<file path="src/rtl/instruction_fetch.sv">
// Fetch stage of the multi-cycle RV32I core: owns the PC, reads one word per instruction
// over a req/ready handshake and hands it to decode. Optional issue counter: IF_FETCH_COUNT_EN.
module instruction_fetch #(
  parameter logic [31:0] RESET_PC      = 32'h0000_0000,
  parameter int          FETCH_TIMEOUT = 16
) (
  input  logic        clk,
  input  logic        reset,
  output logic        imem_req,
  output logic [31:0] imem_addr,
  input  logic        imem_ready,
  input  logic [31:0] imem_rdata,
  input  logic        WB_kick_up,
  input  logic        branch_taken,
  input  logic [31:0] branch_target,
  output logic [31:0] instruction,
  output logic [31:0] IF_pc,
  output logic        IF_kick_up,
  output logic        fetch_error,
  output logic [31:0] fetch_count
);

  localparam logic [2:0] S_START = 3'd0;
  localparam logic [2:0] S_FETCH = 3'd1;
  localparam logic [2:0] S_ISSUE = 3'd2;
  localparam logic [2:0] S_HOLD  = 3'd3;
  localparam logic [2:0] S_HALT  = 3'd4;

  localparam int              TMR_W    = (FETCH_TIMEOUT > 1) ? $clog2(FETCH_TIMEOUT) : 1;
  localparam bit              TMR_EN   = (FETCH_TIMEOUT != 0);
  localparam logic [TMR_W-1:0] TMR_LAST = TMR_W'(FETCH_TIMEOUT - 1);

  logic [2:0]       state;
  logic [2:0]       state_nxt;
  logic [31:0]      pc;
  logic [TMR_W-1:0] tmr;
  logic             capture;
  logic             timeout_hit;
  logic             retire;
  logic             unused_tgt_lsb;

  // Branch targets are forced to word alignment; the low bits carry no meaning here.
  function automatic logic [31:0] next_pc(input logic [31:0] pc_cur,
                                          input logic        taken,
                                          input logic [29:0] target_word);
    return taken ? {target_word, 2'b00} : pc_cur + 32'd4;
  endfunction

  assign unused_tgt_lsb = ^branch_target[1:0];

  assign capture     = (state == S_FETCH) && imem_ready;
  assign timeout_hit = (state == S_FETCH) && !imem_ready && TMR_EN && (tmr == TMR_LAST);
  assign retire      = (state == S_HOLD) && WB_kick_up;

  always_comb begin
    state_nxt = state;
    case (state)
      S_START: state_nxt = S_FETCH;
      S_FETCH: begin
        if (capture)          state_nxt = S_ISSUE;
        else if (timeout_hit) state_nxt = S_HALT;
      end
      S_ISSUE: state_nxt = S_HOLD;
      S_HOLD:  if (retire) state_nxt = S_FETCH;
      S_HALT:  state_nxt = S_HALT;
      default: state_nxt = S_START;
    endcase
  end

  always_ff @(posedge clk or negedge reset) begin
    if (!reset) begin
      state       <= S_START;
      pc          <= RESET_PC;
      tmr         <= '0;
      instruction <= 32'h0;
      IF_pc       <= 32'h0;
      fetch_error <= 1'b0;
    end else begin
      state <= state_nxt;
      if (state == S_FETCH) begin
        tmr <= capture ? '0 : tmr + TMR_W'(1);
      end
      if (capture) begin
        instruction <= imem_rdata;
        IF_pc       <= pc;
      end
      if (timeout_hit) begin
        fetch_error <= 1'b1;
      end
      if (retire) begin
        pc <= next_pc(pc, branch_taken, branch_target[31:2]);
      end
    end
  end

  // Handshake outputs are pure decodes of the state register, so reset drops them instantly.
  assign imem_req   = (state == S_FETCH);
  assign IF_kick_up = (state == S_ISSUE);
  assign imem_addr  = pc;

`ifdef IF_FETCH_COUNT_EN
  logic [31:0] issue_cnt;

  always_ff @(posedge clk or negedge reset) begin
    if (!reset) begin
      issue_cnt <= 32'h0;
    end else if (state == S_ISSUE) begin
      issue_cnt <= issue_cnt + 32'd1;
    end
  end

  assign fetch_count = issue_cnt;
`else
  assign fetch_count = 32'h0;
`endif

endmodule
</file>
<file path="config.mk">
export PLATFORM = sky130hd
export DESIGN_NAME = instruction_fetch
export DESIGN_NICKNAME = d
export VERILOG_FILES = /design/src/rtl/instruction_fetch.sv
export SDC_FILE = /design/constraint.sdc
export NUM_CORES = 1
export LEC_CHECK = 0
export CAP_MARGIN = 20
export CELL_PAD_IN_SITES_DETAIL_PLACEMENT = 0
export CELL_PAD_IN_SITES_GLOBAL_PLACEMENT = 1
export CORE_MARGIN = 10
export CORE_UTILIZATION = 37
export CTS_BUF_LIST = sky130_fd_sc_hd__clkbuf_4 sky130_fd_sc_hd__clkbuf_8
export CTS_CLUSTER_DIAMETER = 120
export CTS_CLUSTER_SIZE = 8
export DETAILED_ROUTE_END_ITERATION = 6
export HOLD_SLACK_MARGIN = 0.06
export PLACE_DENSITY_LB_ADDON = 0.1
export SLEW_MARGIN = 20
export SYNTH_ARGS = -nofsm -noshare
export SYNTH_HDL_FRONTEND = slang
export SYNTH_SLANG_ARGS = --single-unit
</file>
<file path="constraint.sdc">
create_clock -name clk -period 2.9 [get_ports clk]
set_input_delay 0.58 -clock clk [delete_from_list [all_inputs] [get_ports clk]]
set_output_delay 0.58 -clock clk [all_outputs]
set_load 0.02 [all_outputs]
</file>
---- Yosys cells after proc, flatten, opt, wreduce, memory -nomap -nowiden ----
Cells that the tools add are included.
storage, ports and cells
  register bits after elaboration ......... 104
  latch bits .............................. 0
  RAM bits ................................ 0
  bits in read-only memories .............. 0
  input port bits ......................... 69
  output and inout port bits .............. 131
  word-level logic and storage cells ...... 28
  memories kept ........................... 0
operators by class
  add/subtract/negate cells ............... 2
  $mul .................................... 0
  div/mod/pow operators ................... 0
  $lt $le $gt $ge ......................... 0
  eq/ne operators ......................... 7
  shift operators ......................... 0
  mux-type cells .......................... 6
  bitwise operators ....................... 0
  reduce and logical (&&, ||, !) cells .... 7
operators by type and width
  operator                 count
  $add A32 B3 Y32 const B  1
  $mux W32                 1
  $pmux W3 S5              1
  $mux W3                  3
  $eq A3 B2 Y1 const B     2
  $add A4 B1 Y4 const B    1
  $eq A4 B4 Y1 const B     1
  $logic_and A1 B1 Y1      4
  $mux W4                  1
  $eq A3 B1 Y1 const B     1
  $eq A3 B3 Y1 const B     1
  $logic_not A3 Y1         1
  $ne A3 B1 Y1 const B     1
  $ne A2 B2 Y1 const B     1
  $reduce_and A2 Y1        1
  $logic_not A1 Y1         1

---- Longest topological paths before layout ----
  word-level depth ........................ 6
  depth in mapped cells ................... 7
  depth with buffers taken out ............ 6

---- Worst setup path after synthesis ----
OpenSTA, ideal clock, no wires.
  path type ............................... register to register
  from .................................... register pc[2], in the netlist imem_addr[2]
  to ...................................... register pc[24], in the netlist imem_addr[24]
  setup time .............................. 0.126 ns
  arrival time ............................ 1.830 ns
  required time ........................... 2.774 ns
  slack ................................... 0.943 ns
  cell stages (with the launch flop) ...... 7
  buffers on the path ..................... 1
  period minus slack after synthesis ...... 1.957 ns
  cells stage by stage .................... dfrtp_1 -> ha_1 -> nand3_1 -> nor4_2 -> buf_4 -> nand4_1 -> a311o_1
on the way
  cells in the longest elaborated chain, start to end .. 2
RTL lines
  what                      line  RTL
  start: declaration        35    logic [31:0] pc;
  start signal: assignment  91    pc <= next_pc(pc, branch_taken, branch_target[31:2]);
  $add A32 B3 Y32           46    return taken ? {target_word, 2'b00} : pc_cur + 32'd4;
  $mux W32                  46
Every way passes these cells.
A chain may end at the register's enable or synchronous reset.

---- Worst setup path in the final report ----
  from .................................... register state[2]
  to ...................................... output port imem_req
on the way
  cells in the longest elaborated chain, start to end .. 1
RTL lines
  what                      line  RTL
  start: declaration        33    logic [2:0] state;
  start signal: assignment  79    state <= state_nxt;
  $eq A3 B1 Y1              97    assign imem_req = (state == S_FETCH);
  end: declaration          9     output logic imem_req,
Every way passes these cells.

==> impl_metrics.tcl <==
set metrics [dict create \
    critical_path.cell_chain "nand2b_1, or2_1, inv_1, clkdlybuf4s50_1" \
    powerDensity_mw_per_mm2 1084 \
    ys_warn_count 0 \
    reg2reg_from "imem_addr[3]" \
    clk_pin_slew_ns 0.10 \
    core_mm2 0.01324 \
    maxUsedRoutingLayer "met4" \
    synth_seq_cells 100 \
    grt_pass1_wl_um 22360 \
    fin_skew_ns 0.008326 \
    rsz0062_at_grt "false" \
    worst_r2r_path_depth 6 \
    port_buffers 161 \
    routed_via_density 5.042 \
    period_needed_ns 2.649 \
    grt_pass1_vias 4005 \
    initialDrtViolationCount 259 \
    setup_viol_count_final 0 \
    synthCells 446 \
    start_kind "flop" \
    cts_htree_levels 3 \
    fp.dieW_um 136.2 \
    cts_tree "done" \
    tightestPinTransition_ns 0.8757 \
    track_usage_pct 15.16 \
    max_stage_delay_ns 0.61 \
    final_cell_mix "159 x clkdlybuf4s50_1, 100 x dfrtp_1, 58 x mux2_2, 36 x conb_1, 27 x a21oi_1" \
    min_path_type "in2async" \
    max_freq_mhz 377.4 \
    wl_met2_um 7090 \
    worst_slack_ns 0.2506 \
    reg2reg_slack_ns 0.68 \
    leakagePower_nw 2.775 \
    post_cts_buffers 0 \
    io_pins 200 \
    worstPathMaxFanout 10 \
    ys_types 56 \
    final_nets 673 \
    dieArea_mm2 0.01855 \
    cts_sinks 100 \
    syn_area_per_cell_um2 11.20 \
    critical_path_class "reg2out" \
    row_count 42 \
    slowest_stage "clkdlybuf4s50_1" \
    startpoint "state[2]" \
    antenna_found_initial 0 \
    synth_edf_count 0 \
    slew_headroom_pct 41.62 \
    finalCritPeriodShare_pct 91.36 \
    place_ws_ns 0.6118 \
    met1Wirelength_um 5835 \
    cts_resized 0 \
    overflow 0 \
    clk_path_buf_depth 2 \
    crit_path_end_kind "primary output" \
    wl_met3_um 1151 \
    ys_async_sr_fraction_pct 100.0 \
    place_hpwl_um 10560 \
    endpoint "imem_req" \
    drive_above_1_share_pct 16.47 \
    grt_max_degree 65 \
    drv_cap 0 \
    ir_worst_vdd_mv 0.4795 \
    finalHoldViolCount 0 \
    ys.flop_type "dfrtp_1" \
    ant_nets 0 \
    cp.required_ns 2.32 \
    vias 3948 \
    area_growth_pct 36.59 \
    finalMaxSlewViolations 0 \
    finalWeightedCongestion 0.7541 \
    ys_seq_area_share_pct 50.09 \
    crit_arrival_ns 2.07 \
    drc 0 \
    cts_root_buf "clkbuf_8" \
    status "completed" \
    finalSetupTns_ns 0 \
    r2r-end "imem_addr[24]" \
    synthesis.area_mm2 0.004996 \
    die_h_um 136.2 \
    clkLatencyLatePin_ns 0.37 \
    hold_buffers 0 \
    wl_per_cell_um 18.18 \
    num_antenna_cells 0 \
    layout_commonest_cell "clkdlybuf4s50_1" \
    wirelength_um 14230 \
    cts_made_buffers 9 \
    firstDrtPassIters 4 \
    initial_utilization_pct 37.73 \
]
[through the flow]
stage               hold slack, ns  total power, W  cells  instance area (um^2)  utilization, %
floorplan                   0.2844        0.004759    481                  5127               -
global placement            0.4624        0.006514    767                  6633           50.09
detailed placement          0.4567        0.006604    767                  6633           50.09
CTS                         0.3441        0.007513    783                  6824           51.53
global route                0.3675        0.007907    783                  6824           51.53
finish                      0.3048        0.007395    783                  6824           51.53
[flip-flops by register name, summed over array words and instances, names as in the netlist]
| register | count |
|---|---|
| instruction | 32 |
| IF_pc | 30 |
| imem_addr | 30 |
| tmr | 4 |
| state | 3 |
| fetch_error | 1 |
[power breakdown]
group          internal, W  switching, W
clock network     0.000394      0.000499
registers          0.00207      0.000631
logic              0.00191       0.00190
total              0.00437       0.00303
[area by class of cell]
type | count | area, um^2
sequential | 100 | 2502
clock inverter | 7 | 67.56
tap | 176 | 220.2
inverter | 5 | 18.77
fill | 1245 | 6419
clock buffer | 9 | 123.9
timing repair buffer | 174 | 1727
multi-input combinational | 312 | 2165
[critical path, delay by kind of cell, from the launching register on]
kind / cells / cell delay (ns)
DFF: 1 / 0.43
and+or+nand+nor: 2 / 0.56
buffers and inverters: 2 / 0.71
[logic make-up (layout without fill, tap and decap cells)]
logic type      count (synthesis)  after routing  synth area share (%)
simple gates                  117            117                 13.45
flops                         100            100                 50.09
compound gates                 90             90                 11.67
buf+inv                        69            195                 9.216
mux                            67             67                 15.00
fa+ha+maj                       2              2                0.5008
other cells                     1             36               0.07506
[cell usage after synthesis (2+ instances only)]
master	instances	area [um^2]
dfrtp_1	100	2502
nor2_1	18	67.56
nand2b_1	3	18.77
o22a_1	3	26.28
nor2b_1	2	12.51
mux2_2	58	653.1
o21a_1	2	15.01
nand4b_1	2	17.52
a41o_1	3	30.03
a21oi_1	27	135.1
clkbuf_1	13	48.80
a21o_1	2	15.01
buf_2	5	25.02
o31ai_1	2	15.01
nor3b_1	2	15.01
a2bb2oi_1	5	43.79
mux2_1	5	56.30
ha_1	2	25.02
a31oi_1	3	18.77
a22oi_1	4	30.03
nand3_1	22	110.1
a311oi_1	2	17.52
inv_1	5	18.77
buf_4	38	285.3
and3_1	8	50.05
nand3_2	3	30.03
nand4_1	11	68.82
or4_1	3	22.52
a311o_1	2	20.02
mux2i_1	4	40.04
buf_6	7	78.83
nand2_1	22	82.58
and4_1	2	17.52
o21ai_0	26	130.1
nor4_1	2	12.51
nor3_1	8	40.04
[worst min path at each step]
stage | startpoint | to | slack (ns) | cells past startpoint
detailed placement | fetch_error | fetch_error | 0.46 | 1
global route | reset | IF_pc[21] | 0.37 | 1
floorplan | reset | IF_pc[10] | 0.28 | 0
global placement | fetch_error | fetch_error | 0.46 | 1
finish | reset | IF_pc[17] | 0.30 | 1
CTS | reset | IF_pc[15] | 0.34 | 1
[metal layers]
| layer | vias to the layer above | track usage, % |
|---|---|---|
| li1 | 1868 | - |
| met1 | 1955 | 18.46 |
| met2 | 114 | 25.27 |
| met3 | 11 | 4.502 |
| met4 | 0 | 4.615 |
| met5 | - | 0 |
Note: power is estimated with default switching activity, not from simulation.
